**src/rtl/bark_pkg.sv**
```systemverilog
// ---------------------------------------------------------------------------
// bark_pkg
// Shared types for the multi-cycle RV32I controller: base opcodes, funct3
// encodings, ALU operation codes and the controller state encoding, plus two
// small decode helpers used by the FSM.
// ---------------------------------------------------------------------------
package bark_pkg;

    typedef enum logic [6:0] {
        OPC_LUI    = 7'b0110111,
        OPC_AUIPC  = 7'b0010111,
        OPC_JAL    = 7'b1101111,
        OPC_JALR   = 7'b1100111,
        OPC_BRANCH = 7'b1100011,
        OPC_LOAD   = 7'b0000011,
        OPC_STORE  = 7'b0100011,
        OPC_OP_IMM = 7'b0010011,
        OPC_OP     = 7'b0110011
    } opcode_t;

    typedef enum logic [2:0] {
        F3_ADD_SUB = 3'd0,
        F3_SLL     = 3'd1,
        F3_SLT     = 3'd2,
        F3_SLTU    = 3'd3,
        F3_XOR     = 3'd4,
        F3_SRL_SRA = 3'd5,
        F3_OR      = 3'd6,
        F3_AND     = 3'd7
    } funct3_t;

    typedef enum logic [2:0] {
        BR_BEQ  = 3'd0,
        BR_BNE  = 3'd1,
        BR_BLT  = 3'd4,
        BR_BGE  = 3'd5,
        BR_BLTU = 3'd6,
        BR_BGEU = 3'd7
    } branch_f3_t;

    typedef enum logic [3:0] {
        ALU_ADD    = 4'd0,
        ALU_SUB    = 4'd1,
        ALU_SLL    = 4'd2,
        ALU_SLT    = 4'd3,
        ALU_SLTU   = 4'd4,
        ALU_XOR    = 4'd5,
        ALU_SRL    = 4'd6,
        ALU_SRA    = 4'd7,
        ALU_OR     = 4'd8,
        ALU_AND    = 4'd9,
        ALU_PASS_B = 4'd10
    } alu_op_t;

    typedef enum logic [2:0] {
        S_RESET  = 3'd0,
        S_FETCH  = 3'd1,
        S_DECODE = 3'd2,
        S_EXEC   = 3'd3,
        S_BR_TGT = 3'd4,
        S_MEM    = 3'd5,
        S_WB     = 3'd6,
        S_TRAP   = 3'd7
    } ctrl_state_t;

    function automatic logic is_legal_opcode(input logic [6:0] op);
        case (op)
            OPC_LUI, OPC_AUIPC, OPC_JAL, OPC_JALR, OPC_BRANCH,
            OPC_LOAD, OPC_STORE, OPC_OP_IMM, OPC_OP: return 1'b1;
            default:                                 return 1'b0;
        endcase
    endfunction

    // Branch outcome from the compare result latched by the datapath during EXEC.
    // Reserved funct3 codes 010/011 never branch.
    function automatic logic branch_taken(input logic [2:0] f3,
                                          input logic       zero,
                                          input logic       lt);
        case (f3)
            BR_BEQ:           return zero;
            BR_BNE:           return !zero;
            BR_BLT, BR_BLTU:  return lt;
            BR_BGE, BR_BGEU:  return !lt;
            default:          return 1'b0;
        endcase
    endfunction

endpackage

```
**src/rtl/alu_decoder.sv**
```systemverilog
// ---------------------------------------------------------------------------
// alu_decoder
// Combinational mapping of instruction fields to the ALU operation used in
// EXEC.
//   opcode  in  7  IR[6:0]
//   funct3  in  3  IR[14:12]
//   funct7  in  7  IR[31:25]; only bit 5 is significant (SUB/SRA/SRAI)
//   alu_op  out    alu_op_t code
// ---------------------------------------------------------------------------
module alu_decoder
    import bark_pkg::*;
(
    input  logic [6:0] opcode,
    input  logic [2:0] funct3,
    input  logic [6:0] funct7,
    output alu_op_t    alu_op
);

    logic alt;
    logic unused_funct7;

    assign alt           = funct7[5];
    assign unused_funct7 = ^{funct7[6], funct7[4:0]};

    always_comb begin
        alu_op = ALU_ADD;
        case (opcode)
            OPC_OP, OPC_OP_IMM: begin
                case (funct3)
                    // Immediate forms have no subtract; funct7 there is imm bits.
                    F3_ADD_SUB: alu_op = (opcode == OPC_OP && alt) ? ALU_SUB : ALU_ADD;
                    F3_SLL:     alu_op = ALU_SLL;
                    F3_SLT:     alu_op = ALU_SLT;
                    F3_SLTU:    alu_op = ALU_SLTU;
                    F3_XOR:     alu_op = ALU_XOR;
                    F3_SRL_SRA: alu_op = alt ? ALU_SRA : ALU_SRL;
                    F3_OR:      alu_op = ALU_OR;
                    F3_AND:     alu_op = ALU_AND;
                    default:    alu_op = ALU_ADD;
                endcase
            end
            OPC_BRANCH: begin
                case (funct3[2:1])
                    2'b10:   alu_op = ALU_SLT;
                    2'b11:   alu_op = ALU_SLTU;
                    default: alu_op = ALU_SUB;
                endcase
            end
            OPC_LUI: alu_op = ALU_PASS_B;
            default: alu_op = ALU_ADD;
        endcase
    end

endmodule

```
**src/rtl/multicycle_controller.sv**
```systemverilog
// ---------------------------------------------------------------------------
// multicycle_controller
// Multi-cycle RV32I control FSM driving a shared datapath:
// RESET-wait -> FETCH -> DECODE -> EXEC -> (BR_TGT | MEM) -> WB -> FETCH.
// Inputs: clock, reset (async active-low), opcode/funct3/funct7 from the IR,
//   alu_zero/alu_lt compare flags, mem_ready handshake.
// Outputs: ALU op and operand selects, memory request/write/address select,
//   IR/regfile/PC enables and muxes, sticky illegal_insn and mem_timeout.
// ---------------------------------------------------------------------------
module multicycle_controller
    import bark_pkg::*;
#(
    parameter int unsigned ALU_CTRL_W  = 4,
    parameter int unsigned MEM_TIMEOUT = 15,
    parameter int unsigned RESET_WAIT  = 2
) (
    input  logic                  clock,
    input  logic                  reset,
    input  logic [6:0]            opcode,
    input  logic [2:0]            funct3,
    input  logic [6:0]            funct7,
    input  logic                  alu_zero,
    input  logic                  alu_lt,
    input  logic                  mem_ready,
    output logic [ALU_CTRL_W-1:0] alu_control,
    output logic                  alu_a_sel,
    output logic [1:0]            alu_b_sel,
    output logic                  mem_req,
    output logic                  mem_we,
    output logic                  mem_addr_sel,
    output logic                  ir_we,
    output logic                  reg_we,
    output logic [1:0]            reg_data_sel,
    output logic                  pc_we,
    output logic [1:0]            pc_next_sel,
    output logic                  illegal_insn,
    output logic                  mem_timeout
);

    localparam logic [3:0]  RST_LAST = 4'(RESET_WAIT - 1);
    localparam logic [15:0] TMO_LAST = 16'((MEM_TIMEOUT == 0) ? 0 : MEM_TIMEOUT - 1);

    ctrl_state_t state_q, state_d;
    logic [3:0]  rst_cnt_q, rst_cnt_d;
    logic [15:0] tmo_cnt_q, tmo_cnt_d;
    logic        redirect_q, redirect_d;
    logic        illegal_q, illegal_d;
    logic        timeout_q, timeout_d;

    alu_op_t dec_op;
    alu_op_t alu_op;
    logic    wait_expired;

    alu_decoder u_alu_decoder (
        .opcode (opcode),
        .funct3 (funct3),
        .funct7 (funct7),
        .alu_op (dec_op)
    );

    always_ff @(posedge clock or negedge reset) begin
        if (!reset) begin
            state_q    <= S_RESET;
            rst_cnt_q  <= '0;
            tmo_cnt_q  <= '0;
            redirect_q <= 1'b0;
            illegal_q  <= 1'b0;
            timeout_q  <= 1'b0;
        end else begin
            state_q    <= state_d;
            rst_cnt_q  <= rst_cnt_d;
            tmo_cnt_q  <= tmo_cnt_d;
            redirect_q <= redirect_d;
            illegal_q  <= illegal_d;
            timeout_q  <= timeout_d;
        end
    end

    // The wait counter holds the number of cycles already spent without
    // mem_ready; this cycle is the last allowed one when it reaches TMO_LAST.
    assign wait_expired = (MEM_TIMEOUT != 0) && (tmo_cnt_q == TMO_LAST);

    always_comb begin
        state_d      = state_q;
        rst_cnt_d    = rst_cnt_q;
        tmo_cnt_d    = '0;
        redirect_d   = 1'b0;
        illegal_d    = illegal_q;
        timeout_d    = timeout_q;
        alu_op       = ALU_ADD;
        alu_a_sel    = 1'b0;
        alu_b_sel    = 2'd0;
        mem_req      = 1'b0;
        mem_we       = 1'b0;
        mem_addr_sel = 1'b0;
        ir_we        = 1'b0;
        reg_we       = 1'b0;
        reg_data_sel = 2'd0;
        pc_we        = 1'b0;
        pc_next_sel  = 2'd0;

        case (state_q)
            S_RESET: begin
                if (rst_cnt_q == RST_LAST) begin
                    rst_cnt_d = '0;
                    state_d   = S_FETCH;
                end else begin
                    rst_cnt_d = rst_cnt_q + 4'd1;
                end
            end
            S_FETCH: begin
                mem_req = 1'b1;
                // First fetch cycle after a taken branch commits the target
                // computed in BR_TGT.
                if (redirect_q) begin
                    pc_we       = 1'b1;
                    pc_next_sel = 2'd1;
                end
                if (mem_ready) begin
                    ir_we   = 1'b1;
                    state_d = S_DECODE;
                end else if (wait_expired) begin
                    timeout_d = 1'b1;
                    state_d   = S_TRAP;
                end else if (MEM_TIMEOUT != 0) begin
                    tmo_cnt_d = tmo_cnt_q + 16'd1;
                end
            end
            S_DECODE: begin
                // Branch/JAL target pc+imm precomputed while decoding.
                alu_a_sel = 1'b1;
                alu_b_sel = 2'd1;
                if (!is_legal_opcode(opcode)) begin
                    illegal_d = 1'b1;
                    state_d   = S_TRAP;
                end else begin
                    state_d = S_EXEC;
                end
            end
            S_EXEC: begin
                alu_op = dec_op;
                case (opcode)
                    OPC_OP: state_d = S_WB;
                    OPC_OP_IMM, OPC_LUI, OPC_JALR: begin
                        alu_b_sel = 2'd1;
                        state_d   = S_WB;
                    end
                    OPC_AUIPC, OPC_JAL: begin
                        alu_a_sel = 1'b1;
                        alu_b_sel = 2'd1;
                        state_d   = S_WB;
                    end
                    OPC_LOAD, OPC_STORE: begin
                        alu_b_sel = 2'd1;
                        state_d   = S_MEM;
                    end
                    OPC_BRANCH: state_d = S_BR_TGT;
                    default: begin
                        illegal_d = 1'b1;
                        state_d   = S_TRAP;
                    end
                endcase
            end
            S_BR_TGT: begin
                if (branch_taken(funct3, alu_zero, alu_lt)) begin
                    alu_a_sel  = 1'b1;
                    alu_b_sel  = 2'd1;
                    redirect_d = 1'b1;
                end else begin
                    pc_we = 1'b1;
                end
                state_d = S_FETCH;
            end
            S_MEM: begin
                mem_req      = 1'b1;
                mem_addr_sel = 1'b1;
                mem_we       = (opcode == OPC_STORE);
                if (mem_ready) begin
                    if (opcode == OPC_STORE) begin
                        pc_we   = 1'b1;
                        state_d = S_FETCH;
                    end else begin
                        state_d = S_WB;
                    end
                end else if (wait_expired) begin
                    timeout_d = 1'b1;
                    state_d   = S_TRAP;
                end else if (MEM_TIMEOUT != 0) begin
                    tmo_cnt_d = tmo_cnt_q + 16'd1;
                end
            end
            S_WB: begin
                reg_we = 1'b1;
                pc_we  = 1'b1;
                case (opcode)
                    OPC_LOAD: reg_data_sel = 2'd1;
                    OPC_JAL: begin
                        reg_data_sel = 2'd2;
                        pc_next_sel  = 2'd1;
                    end
                    OPC_JALR: begin
                        reg_data_sel = 2'd2;
                        pc_next_sel  = 2'd2;
                    end
                    default: ;
                endcase
                state_d = S_FETCH;
            end
            S_TRAP: ;
            default: state_d = S_TRAP;
        endcase
    end

    assign alu_control  = ALU_CTRL_W'(alu_op);
    assign illegal_insn = illegal_q;
    assign mem_timeout  = timeout_q;

endmodule
```
**config.mk**
```make
export PLATFORM = sky130hd
export DESIGN_NAME = multicycle_controller
export DESIGN_NICKNAME = d
export VERILOG_FILES = /design/src/rtl/bark_pkg.sv /design/src/rtl/alu_decoder.sv /design/src/rtl/multicycle_controller.sv
export SDC_FILE = /design/constraint.sdc
export NUM_CORES = 1
export LEC_CHECK = 0
export CAP_MARGIN = 20
export CORE_AREA = 2 2 60 62
export DETAILED_ROUTE_END_ITERATION = 6
export DIE_AREA = 0 0 62 64
export HOLD_SLACK_MARGIN = 0.03
export PLACE_DENSITY = 0.84
export SETUP_SLACK_MARGIN = 0.4
export SLEW_MARGIN = 20
export SYNTH_ARGS = -nofsm -noshare
export SYNTH_HDL_FRONTEND = slang
export SYNTH_HIERARCHICAL = 1
export SYNTH_SLANG_ARGS = --single-unit
```
**constraint.sdc**
```tcl
create_clock -name clock -period 2.7 [get_ports clock]
set_input_delay 0.405 -clock clock [delete_from_list [all_inputs] [get_ports clock]]
set_output_delay 0.405 -clock clock [all_outputs]
set_load 0.03 [all_outputs]
```
== Word level (Yosys, flattened, before mapping) ==
Index checks and enable logic that the tools add are counted.

* Mux-type cells: 48
* Reduce and logical (&&, ||, !) cells: 21
* Equality and inequality tests: 29
* Add/sub/neg operators: 2
* Bitwise logic cells: 1

{| class="wikitable"
|+ Operator list
! kind !! count
|-
| 2-to-1 mux 16 bit || 3
|-
| one-hot mux 4 bit (8 select lines) || 1
|-
| 2-to-1 mux 1 bit || 23
|-
| == test 3 bit, second input constant || 7
|-
| == test 7 x 6 -> 1 bit, second input constant || 3
|-
| == test 7 bit, second input constant || 3
|-
| 2-to-1 mux 3 bit || 6
|-
| one-hot mux 3 bit (6 select lines) || 1
|-
| adder 16 x 1 -> 16 bit, second input constant || 1
|-
| == test 16 x 4 -> 1 bit, second input constant || 1
|-
| OR reduction 2 bit || 8
|-
| == test 7 x 5 -> 1 bit, second input constant || 2
|-
| == test 3 x 2 -> 1 bit, second input constant || 4
|-
| one-hot mux 2 bit (2 select lines) || 3
|-
| one-hot mux 4 bit (3 select lines) || 1
|-
| OR reduction 9 bit || 1
|-
| 2-to-1 mux 4 bit || 2
|-
| one-hot mux 1 bit (4 select lines) || 2
|-
| == test 7 x 2 -> 1 bit, second input constant || 1
|-
| OR reduction 7 bit || 1
|-
| == test 3 x 1 -> 1 bit, second input constant || 2
|-
| zero test 3 bit || 2
|-
| != test 2 bit, second input constant || 3
|-
| one-hot mux 1 bit (3 select lines) || 2
|-
| other kinds (15) || 18
|}

* Bits in registers: 26
* Output and inout bits: 19
* Word-level logic and storage cells: 107
* Input port bits: 22

== Depth between registers and ports, before layout ==
* Word-level depth: 6
* Depth in mapped cells: 8
* Gate-level depth less buffers: 6

== Cells and area by module ==
Netlist, hierarchy kept.

{| class="wikitable"
|+ Modules (own cells, without submodules)
! module !! cells each !! times used !! area an instance (um^2) !! seq. area each (um^2)
|-
| multicycle_controller || 178 || 1 || 1585.3 || 650.6
|-
| alu_decoder || 22 || 1 || 163.9 || 0.0
|}

== Worst setup path after synthesis ==
Ideal clock, no wire load.

* Path type: input -> output
* From: in opcode[4]
* To: out pc_next_sel[0]
* Arrival time: 1907 ps
* Buffers on the path: 0
* Data required time: 2295 ps
* Slack: 388 ps
* Stages: 4
* Path through: and3b_1 nand2_1 nor3_1 a22o_1

* Word-level cells in the longest chain between the ends: 3
* Elaborated cells between the ends (all ways): 4
* Classes of those cells: 2 x eq/ne; 2 x mux

{| class="wikitable"
|+ Ends and longest elaborated chain
! what !! line !! source
|-
| start, declared || multicycle_controller.sv:19 || <nowiki>input logic [6:0] opcode,</nowiki>
|-
| == test 7 bit || multicycle_controller.sv:195 || <nowiki>case (opcode)</nowiki>
|-
| one-hot mux 2 bit (2 select lines) (*) || multicycle_controller.sv:195 ||
|-
| one-hot mux 2 bit (2 select lines) (*) || multicycle_controller.sv:102 || <nowiki>case (state_q)</nowiki>
|-
| end, declared || multicycle_controller.sv:35 || <nowiki>output logic [1:0] pc_next_sel,</nowiki>
|}

Every way passes the cells marked *; elsewhere a longest branch is shown, timed or not.

== Worst setup path after layout ==
* From: in funct7[5]
* To: out alu_control[0]

* Word-level cells in the longest chain between the ends: 5
* Elaborated cells between the ends (all ways): 6
* Classes of those cells: 5 x mux; 1 x reduce/logical

{| class="wikitable"
|+ Ends and longest elaborated chain
! what !! line !! source
|-
| start, declared || multicycle_controller.sv:21 || <nowiki>input logic [6:0] funct7,</nowiki>
|-
| logical AND 1 bit || alu_decoder.sv:31 || <nowiki>F3_ADD_SUB: alu_op = (opcode == OPC_OP && alt) ? ALU_SUB : ALU_ADD;</nowiki>
|-
| 2-to-1 mux 1 bit || alu_decoder.sv:31 ||
|-
| one-hot mux 4 bit (8 select lines) (*) || alu_decoder.sv:29 || <nowiki>case (funct3)</nowiki>
|-
| one-hot mux 4 bit (3 select lines) (*) || alu_decoder.sv:27 || <nowiki>case (opcode)</nowiki>
|-
| named net dec_op[0] || multicycle_controller.sv:50 || <nowiki>alu_op_t dec_op;</nowiki>
|-
| 2-to-1 mux 4 bit (*) || multicycle_controller.sv:102 ||
|-
| end, declared || multicycle_controller.sv:25 || <nowiki>output logic [ALU_CTRL_W-1:0] alu_control,</nowiki>
|}

Mark *: on every way through the listed nets, which the timed path passes. The rest lies on a longest branch.

==> run summary <==
port bufs: 33
routed vias/inst: 5.904
most common cell after layout, fill and taps aside: dfrtp_1
# H-tree levels: 1
vias in the first global route: 1,512
fin crit period: 2.227 ns
Gate Count Post-Synth: 200
post-synthesis cell type count: 52
worst-case clock buffer depth: 2
grt ovf: 0
Critical Path, Cell by Cell: clkdlybuf4s50_1 > o21ai_0 > a2111o_1 > o21ai_0 > and3_1 > buf_4
drt first pass iters: 4
slowest library cell on the worst path: clkdlybuf4s50_1
total die area: 0.003968 mm2
Root Driver: clkbuf_4
pwr dens: 570.1 mW/mm2
Yosys top cell by area: dfrtp_1
area grow syn2layout: 24.25%
Final Hold Vio Count: 0
drt initial violations: 121
post-route clock period utilization: 0.8248
crit-path leading delay family: buffers and inverters
drc violations: 0
Final Max Tran Viols: 0
top cells by area, synth: dfrtp_1, nor2_1, xor2_1
CP bufs+invs: 2
largest family of logic cells by synthesized area: simple AND/OR/NAND/NOR gates
CTS tree: built
Post-Syn Area per Cell: 8.746 um2
WHS: 0.4267 ns
worst-path fanout max: 2
Die Wd: 62 um
first-pass GRT wire length: 6699 um
CP peak stage delay: 0.47 ns
Clock Latency Late Sink: 0.32 ns
vias: 1,653
Die H: 64 um
Synth Area in Adders: 0.01431
Async SR Flop Fraction: 1.000
critical path type: in -> out
CP endpoint kind: primary output
clock-pin slew on the worst setup and hold paths: 0.13 ns
WP data required: 2.30 ns
post-synth top area share: 0.3720
share of cells above drive strength 1: 0.1795
most frequent cells in the layout: dfrtp_1, nor2_1, buf_4, nand2_1, nand3_1
Worst-Margin Slew: 0.6061 ns
Highest Clock Rate: 0.4490 GHz
Compound-Gate Fraction of Synth Area: 0.1559
commonest register cell after synthesis: dfrtp_1
outcome: completed
Initial Util: 0.5326
Core Area: 0.003284 mm2
Post-Synth XOR/XNOR Area: 0.07511
post-DP HPWL: 2955 um
Worst Path Arrival: 1.82 ns
Final nets: 259
slew margin rel.: 0.5960
mux cell area share after synthesis: 0.005722
setup violators final: 0
aggregate negative setup slack: 0 ns
hold buffers post-CTS: 0
RSZ-0062 raised after global routing: false
YS warnings: 6
Post-Synth Simple-Gate Area: 0.3369
# IOs: 41
wirelength, routed: 4108 um
Routed Antenna Nets: 0
most used cell, CP: o21ai_0
FP Rows: 21
CTS buffer count: 3
# Post-CTS Setup Buffers: 0
initial antenna violation count: 0
worst min path class: in -> async
static leakage power: 0.9281 nW
Max-Cap Viols: 0
mapped cell area: 0.001749 mm2
Layout Skew: 0.003097 ns
clk sinks: 26
Total Routing Usage GR: 0.2147
Final GP Congestion: 0.8643
worst vdd ir: 0.4389 mV
Post-synth EDFFs: 0
Syn Nets: 224
largest net degree at the start of global routing: 27
wire per inst: 14.67 um
sequential area share after synthesis: 0.3720
element type at the critical path start: primary input
Synth Register Bits: 26
diode count: 0
## cell families after synthesis
family,after synthesis
adders and majority gates,2
xor gates and xnor gates,15
and+or+nand+nor,103
muxes,1
buffers and inverters,14
other,1
DFF,26
AOI/OAI and AO/OA,38
## registers in the layout (all words and copies together) (netlist names)
register,cells
rst_cnt_q,4
redirect_q,1
tmo_cnt_q,16
mem_timeout,1
state_q,3
illegal_insn,1
## area by class of cell
class | count | area (um2)
fill | 276 | 1111
tap | 46 | 57.56
sequential | 26 | 653.1
inverter | 7 | 26.28
multi-input combinational | 160 | 1085
clock buffer | 4 | 36.28
timing repair buffer | 37 | 315.3
## per-layer routing
| metal | part of all wire | up-vias | GRT usage |
|---|---|---|---|
| met5 | 0 | - | 0 |
| met3 | 0.054 | 2 | 0.04251 |
| met2 | 0.46 | 37 | 0.3268 |
| li1 | - | 809 | - |
| met1 | 0.48 | 805 | 0.3137 |
| met4 | 0.0032 | 0 | 0.04255 |
## worst register-to-register path, stage by stage, from the launching register on
cell and delay, ns:
dfrtp_1 0.46, inv_1 0.08, ha_1 0.16, and4b_1 0.21
nand4_1 0.18, nand2b_1 0.50, nor2_1 0.12
## through the flow
| step | utilization | cell area [um2] | setup WS [ns] | std cells | power, mW |
|---|---|---|---|---|---|
| after floorplan | - | 1754 | 0.4911 | 200 | 0.8537 |
| after global placement | 0.6400 | 2102 | 0.1666 | 276 | 1.030 |
| after detailed placement | 0.6400 | 2102 | 0.1673 | 276 | 1.043 |
| after CTS | 0.6499 | 2135 | 0.3492 | 280 | 1.225 |
| after global routing | 0.6617 | 2173 | 0.3979 | 280 | 1.327 |
| final | 0.6617 | 2173 | 0.4729 | 280 | 1.239 |
## Yosys cell counts (3+ instances only)
cell type,number
inv_1,5
nand2_1,11
or4b_1,3
a22oi_1,3
and3_1,7
nor3_1,6
nand3_1,12
nor2b_1,4
xnor2_1,7
o21ai_1,3
nor4_1,5
clkbuf_1,3
o21ai_0,7
xor2_1,8
a21oi_1,6
nor2_1,19
nand2b_1,11
a2111o_1,3
dfrtp_1,26
nand4_1,7
## timing repair
item	4_1_cts	5_1_grt
cloned	0	0
pin swaps	1	4
setup endpoints to repair	14	7
gates resized for setup	16	21
## power by group
group / leakage (nW) / total, mW / internal (mW) / switching (mW)
clock: 0.0210 / 0.193 / 0.0825 / 0.111
sequential: 0.346 / 0.519 / 0.433 / 0.0853
combinational: 0.561 / 0.527 / 0.201 / 0.326
total: 0.928 / 1.24 / 0.717 / 0.522
## path summary, 6_finish.rpt
kind	endpoint	depth (start not counted)	from	slack, ns
min in group clock	illegal_insn$_DFFE_PN0P_	1	illegal_insn$_DFFE_PN0P_	0.48
hold / removal	tmo_cnt_q[9]$_DFF_PN0_	2	reset	0.43
max in group asynchronous	state_q[0]$_DFFE_PN0P_	2	reset	2.01
hold reg to reg	illegal_insn$_DFFE_PN0P_	1	illegal_insn$_DFFE_PN0P_	0.48
setup / recovery	alu_control[0]	6	funct7[5]	0.47
setup reg to reg	tmo_cnt_q[6]$_DFF_PN0_	6	tmo_cnt_q[0]$_DFF_PN0_	0.85
Power figures use the tool's default switching activity.
==> RTL edit 1, RTL diff (same settings) <==
Reset style: synchronous (`reset`), changed in one clocked block. Comments in the files are not updated.
--- a/src/rtl/multicycle_controller.sv
+++ b/src/rtl/multicycle_controller.sv
@@ -58,7 +58,7 @@
         .alu_op (dec_op)
     );
 
-    always_ff @(posedge clock or negedge reset) begin
+    always_ff @(posedge clock) begin
         if (!reset) begin
             state_q    <= S_RESET;
             rst_cnt_q  <= '0;
Check against the original RTL: differs if reset is asserted again (counterexample within 4 cycles, from zero or initial values and one cycle with reset low); with reset held inactive, the same outputs for 10 cycles.
==> RTL edit 1 against the unedited design <==
- power decreased by 22%
- via count is 0.18% higher
- non-clock buffer count increased by 11
- sequential cell count unchanged
- wire length fell by 5.2%
- area after synthesis decreased by 1.0%
- design area rose by 2.0%
- fmax shrank 1.3%
- global-route usage down 0.64 points
- first-iteration DRC count is 5.8% higher
- worst setup slack lost 0.029 ns
- sequential power is 16% lower
- register-to-register slack improved by 0.16 ns
- critical endpoint is now mem_we
==> RTL edit 1: results (changes against the unedited design) <==
Detailed Route WL 3890 µm (-5.2%); R2R setup slack 1.01 ns (+0.16 ns); main area contributors after synthesis dfxtp_1 (30%), xnor2_1 (8.1%), nor2_1 (6.1%), and2_1 (3.3%), nand2_1 (3.3%); Reg-to-Reg Start tmo_cnt_q[0]; Detailed Route Iter0 Violations 128 (+5.8%); post-synthesis sequential area ratio 30.1% (-7.1 points); critical path peak fanout 5 (+3); delay-heaviest family, CP simple AND/OR/NAND/NOR gates; Critical Path Sink mem_we; post-cts sizing count 17 (+1); met2 WL 1830 µm (-4.2%); number of buffers outside the clock class in the layout 48 (+30%); buffering overhead 18.3% (+3.8 points); Post-synth top flop dfxtp_1; VDD IR max 0.356 mV (-19%); slowest library cell on the worst path or3_4; combinational cell fraction of total power 35.0% (-7.5 points); Hold Path Class flip-flop to flip-flop; Fin Clk Skew 0.00221 ns (-0.000889 ns); Cell variety after synth 58 (+12%); met3 wire length 195 µm (-11%); Post-synth ARST share 0% (-100 points); NetSw 339 µW (-35%); wire length of the first global-routing pass 6480 µm (-3.3%); vias in the first global route 1523 (+0.73%); final worst setup slack 0.444 ns (-0.0292 ns); sequential cell area 522 µm² (-20%); layout cells sized above 1 18.8% (+0.87 points); most instantiated cells after synthesis nor2_1 (28), dfxtp_1 (26), xnor2_1 (16); multi-input combinational area share 52.4% (+2.5 points); net count after synthesis 234 (+4.5%); Clk pwr share 19.9% (+4.3 points); Inverters, non-clock 9 (+2); pre-CTS setup slack 0.147 ns (-0.0206 ns); global-route track usage on met3 3.24% (-1.0 points); largest net degree at the start of global routing 17 (-37%); Detail Placement HPWL 2830 µm (-4.1%); GPL Wtd Cong 0.928 (+7.3%); seq_cells 26 (unchanged); clock buffers 4 (unchanged); met2 global-route usage 35.4% (+2.7 points); total number of vias 1656 (+0.18%); Worst Hold Path EP illegal_insn; max incr delay on CP 0.42 ns (-0.05 ns); Multi-Input Combinational 168 (+5.0%); Final Power 972 µW (-22%); Crit. Startpoint opcode[2]; status complete, no violations; # nets final 280 (+8.1%); GRT Total Usage 20.8% (-0.64 points); WP data arrival 1.85 ns (+0.03 ns); Least-Margin Pin Slew 0.547 ns (-0.0591 ns); Post-CTS Setup Bufs 2 (+2)
-- RTL edit 1: per-stage QoR --
stage | cell area, µm² | util [%] | hold slack (ns) | instances
after CTS | 2200 | 67.0 | 0.474 | 299
after detailed placement | 2140 | 65.3 | 0.455 | 293
after global routing | 2220 | 67.5 | 0.506 | 301
after global placement | 2140 | 65.3 | 0.448 | 293
after floorplan | 1740 | - | 0.441 | 210
final | 2220 | 67.5 | 0.472 | 301
-- RTL edit 1: logic make-up (layout without fill, tap and decap cells) --
kind of cell / count (synthesis) / count (layout) / synth area share, %
buffers and inverters: 16 / 61 / 4.19
muxes: 1 / 1 / 0.578
adders and majority gates: 2 / 2 / 1.44
and+or+nand+nor: 110 / 110 / 37.1
AOI/OAI and AO/OA: 37 / 37 / 17.8
DFF: 26 / 26 / 30.1
xor gates and xnor gates: 17 / 17 / 8.60
other: 1 / 1 / 0.217
==> RTL edit 2, RTL diff (same flow settings) <==
Made on the original files. The parameter `MEM_TIMEOUT` goes from 15 to 8.
--- a/src/rtl/multicycle_controller.sv
+++ b/src/rtl/multicycle_controller.sv
@@ -11,7 +11,7 @@
     import bark_pkg::*;
 #(
     parameter int unsigned ALU_CTRL_W  = 4,
-    parameter int unsigned MEM_TIMEOUT = 15,
+    parameter int unsigned MEM_TIMEOUT = 8,
     parameter int unsigned RESET_WAIT  = 2
 ) (
     input  logic                  clock,
Behaviour: no difference found for any inputs over 10 cycles, from zero or initial values and one cycle with reset low; that may be too few to reach the edited logic, so the function may still have changed.
==> RTL edit 2 against the unedited design <==
- design area rose by 5.6%
- sequential share of layout area fell by 1.6 points
- area after synthesis rose by 4.6%
- non-clock buffer count rose by 7
- sequential cell count did not move
- largest cell class unchanged
- wire length rose by 0.49%
- worst setup slack got worse by 0.036 ns
- cell count rose by 3.2%
- count of clock-buffer cells in the layout did not move
- first-iteration DRC count rose by 26%
- power fell by 0.98%
- critical path type unchanged
==> RTL edit 2: results (changes against the unedited design) <==
Detailed Route WL 4130 µm (+0.49%); Crit. Startpoint alu_zero; H-Tree Depth 1 (unchanged); most instantiated cells after synthesis dfrtp_1 (26), nor2_1 (16), xnor2_1 (15); total number of vias 1672 (+1.1%); GRT Total Usage 22.2% (+0.73 points); CTS Buf Count 3 (unchanged); r2r worst-path depth 6 (unchanged); diode count 0 (unchanged); Detailed Route Iter0 Violations 153 (+26%); M1 GR Usage 32.5% (+1.1 points); clock buffers 4 (unchanged); Post-Synthesis Cells 202 (+1.0%); main area contributors after synthesis dfrtp_1 (36%), xnor2_1 (7.2%), nor2_4 (4.9%), nor2_1 (3.3%), nand2b_1 (2.7%); Placed Cells 282 (+2.2%); post-synthesis sequential area ratio 35.5% (-1.7 points); Final Power 1230 µW (-0.98%); clk tree area frac 1.58% (-0.088 points); seq_cells 26 (unchanged); WP data arrival 1.86 ns (+0.04 ns); sequential share of cell area 28.5% (-1.6 points); placed instance area 2200 µm² (+4.9%); Inverters, non-clock 9 (+2); final period utilization 83.8% (+1.3 points); PD cells 535 nW/µm² (-6.2%); number of buffers outside the clock class in the layout 44 (+19%); Routed wire per std cell 14.3 µm (-2.6%); sw frac 42.0% (-0.19 points); Seq power 529 µW (+2%); met2 global-route usage 33.1% (+0.39 points); Largest register FFs 16 (unchanged); critical path peak fanout 3 (+1); multi-input combinational area share 49.1% (-0.79 points); net count after synthesis 225 (+0.45%); layout cells sized above 1 21.4% (+3.5 points); # nets final 267 (+3.1%); status complete, no violations; Leak 0.000959 µW (+3.4%); R2R setup slack 0.90 ns (+0.05 ns); setup violators final 0 (unchanged); RR Endpoint tmo_cnt_q[3]; global-route track usage on met3 3.85% (-0.40 points); GPL Wtd Cong 0.917 (+6.1%); buffering overhead 16.8% (+2.3 points); Cell variety after synth 54 (+3.8%); Layout fillers 253 (-8.3%); vias in the first global route 1490 (-1.5%); pre-CTS setup slack 0.154 ns (-0.0129 ns); Critical Path Sink alu_b_sel[0]; Detail Placement HPWL 2950 µm (-0.15%); final hold slack 0.429 ns (+0.00196 ns); VDD IR max 0.644 mV (+47%); Fin Clk Skew 0.00177 ns (-0.00133 ns); Least-Margin Pin Slew 0.686 ns (+0.0797 ns)
[RTL edit 2: cell count changes in the layout (fill, tap and decap cells not counted), sizes merged, moves of 3 or more]
| cell | before | now |
|---|---|---|
| buf | 16 | 21 |
| nand2b | 11 | 8 |
| nand3 | 12 | 9 |
| nor2 | 19 | 26 |
| nor3 | 6 | 10 |
| xnor2 | 7 | 15 |
| xor2 | 8 | 2 |
[RTL edit 2: worst max-delay path: stages]
cell and delay [ns]:
clkdlybuf4s50_1 0.43, nor3_1 0.14, a21oi_1 0.10, a2111oi_2 0.50, a21o_1 0.14, buf_4 0.15
[RTL edit 2: worst min path at each step]
stage / depth (start not counted) / startpoint / end
2_1_floorplan: 0 / reset / illegal_insn
3_3_place_gp: 1 / illegal_insn / illegal_insn
3_5_place_dp: 1 / illegal_insn / illegal_insn
4_1_cts: 2 / reset / tmo_cnt_q[12]
5_1_grt: 2 / reset / tmo_cnt_q[4]
6_report: 2 / reset / tmo_cnt_q[13]
[RTL edit 2: cells by family after synthesis]
group	Yosys count	synth area share (%)
AO/OA/AOI/OAI	39	16.0
XOR/XNOR	17	8.13
adder cells (fa/ha/maj)	1	0.683
buffers and inverters	16	4.78
flip-flops	26	35.5
other	1	0.205
AND/OR/NAND/NOR	102	34.7
[RTL edit 2: what timing repair did]
action,4_1_cts,5_1_grt
hold endpoints to repair,0,0
pin swaps,3,7
setup buffers,1,2
endpoints found under the setup margin,12,10
resized for setup,19,17
[RTL edit 2: per-layer routing]
| metal | share of wire [%] | vias up |
|---|---|---|
| li1 | - | 827 |
| met1 | 46 | 797 |
| met2 | 48 | 39 |
| met3 | 4.2 | 9 |
| met5 | 0 | - |
| met4 | 1.7 | 0 |
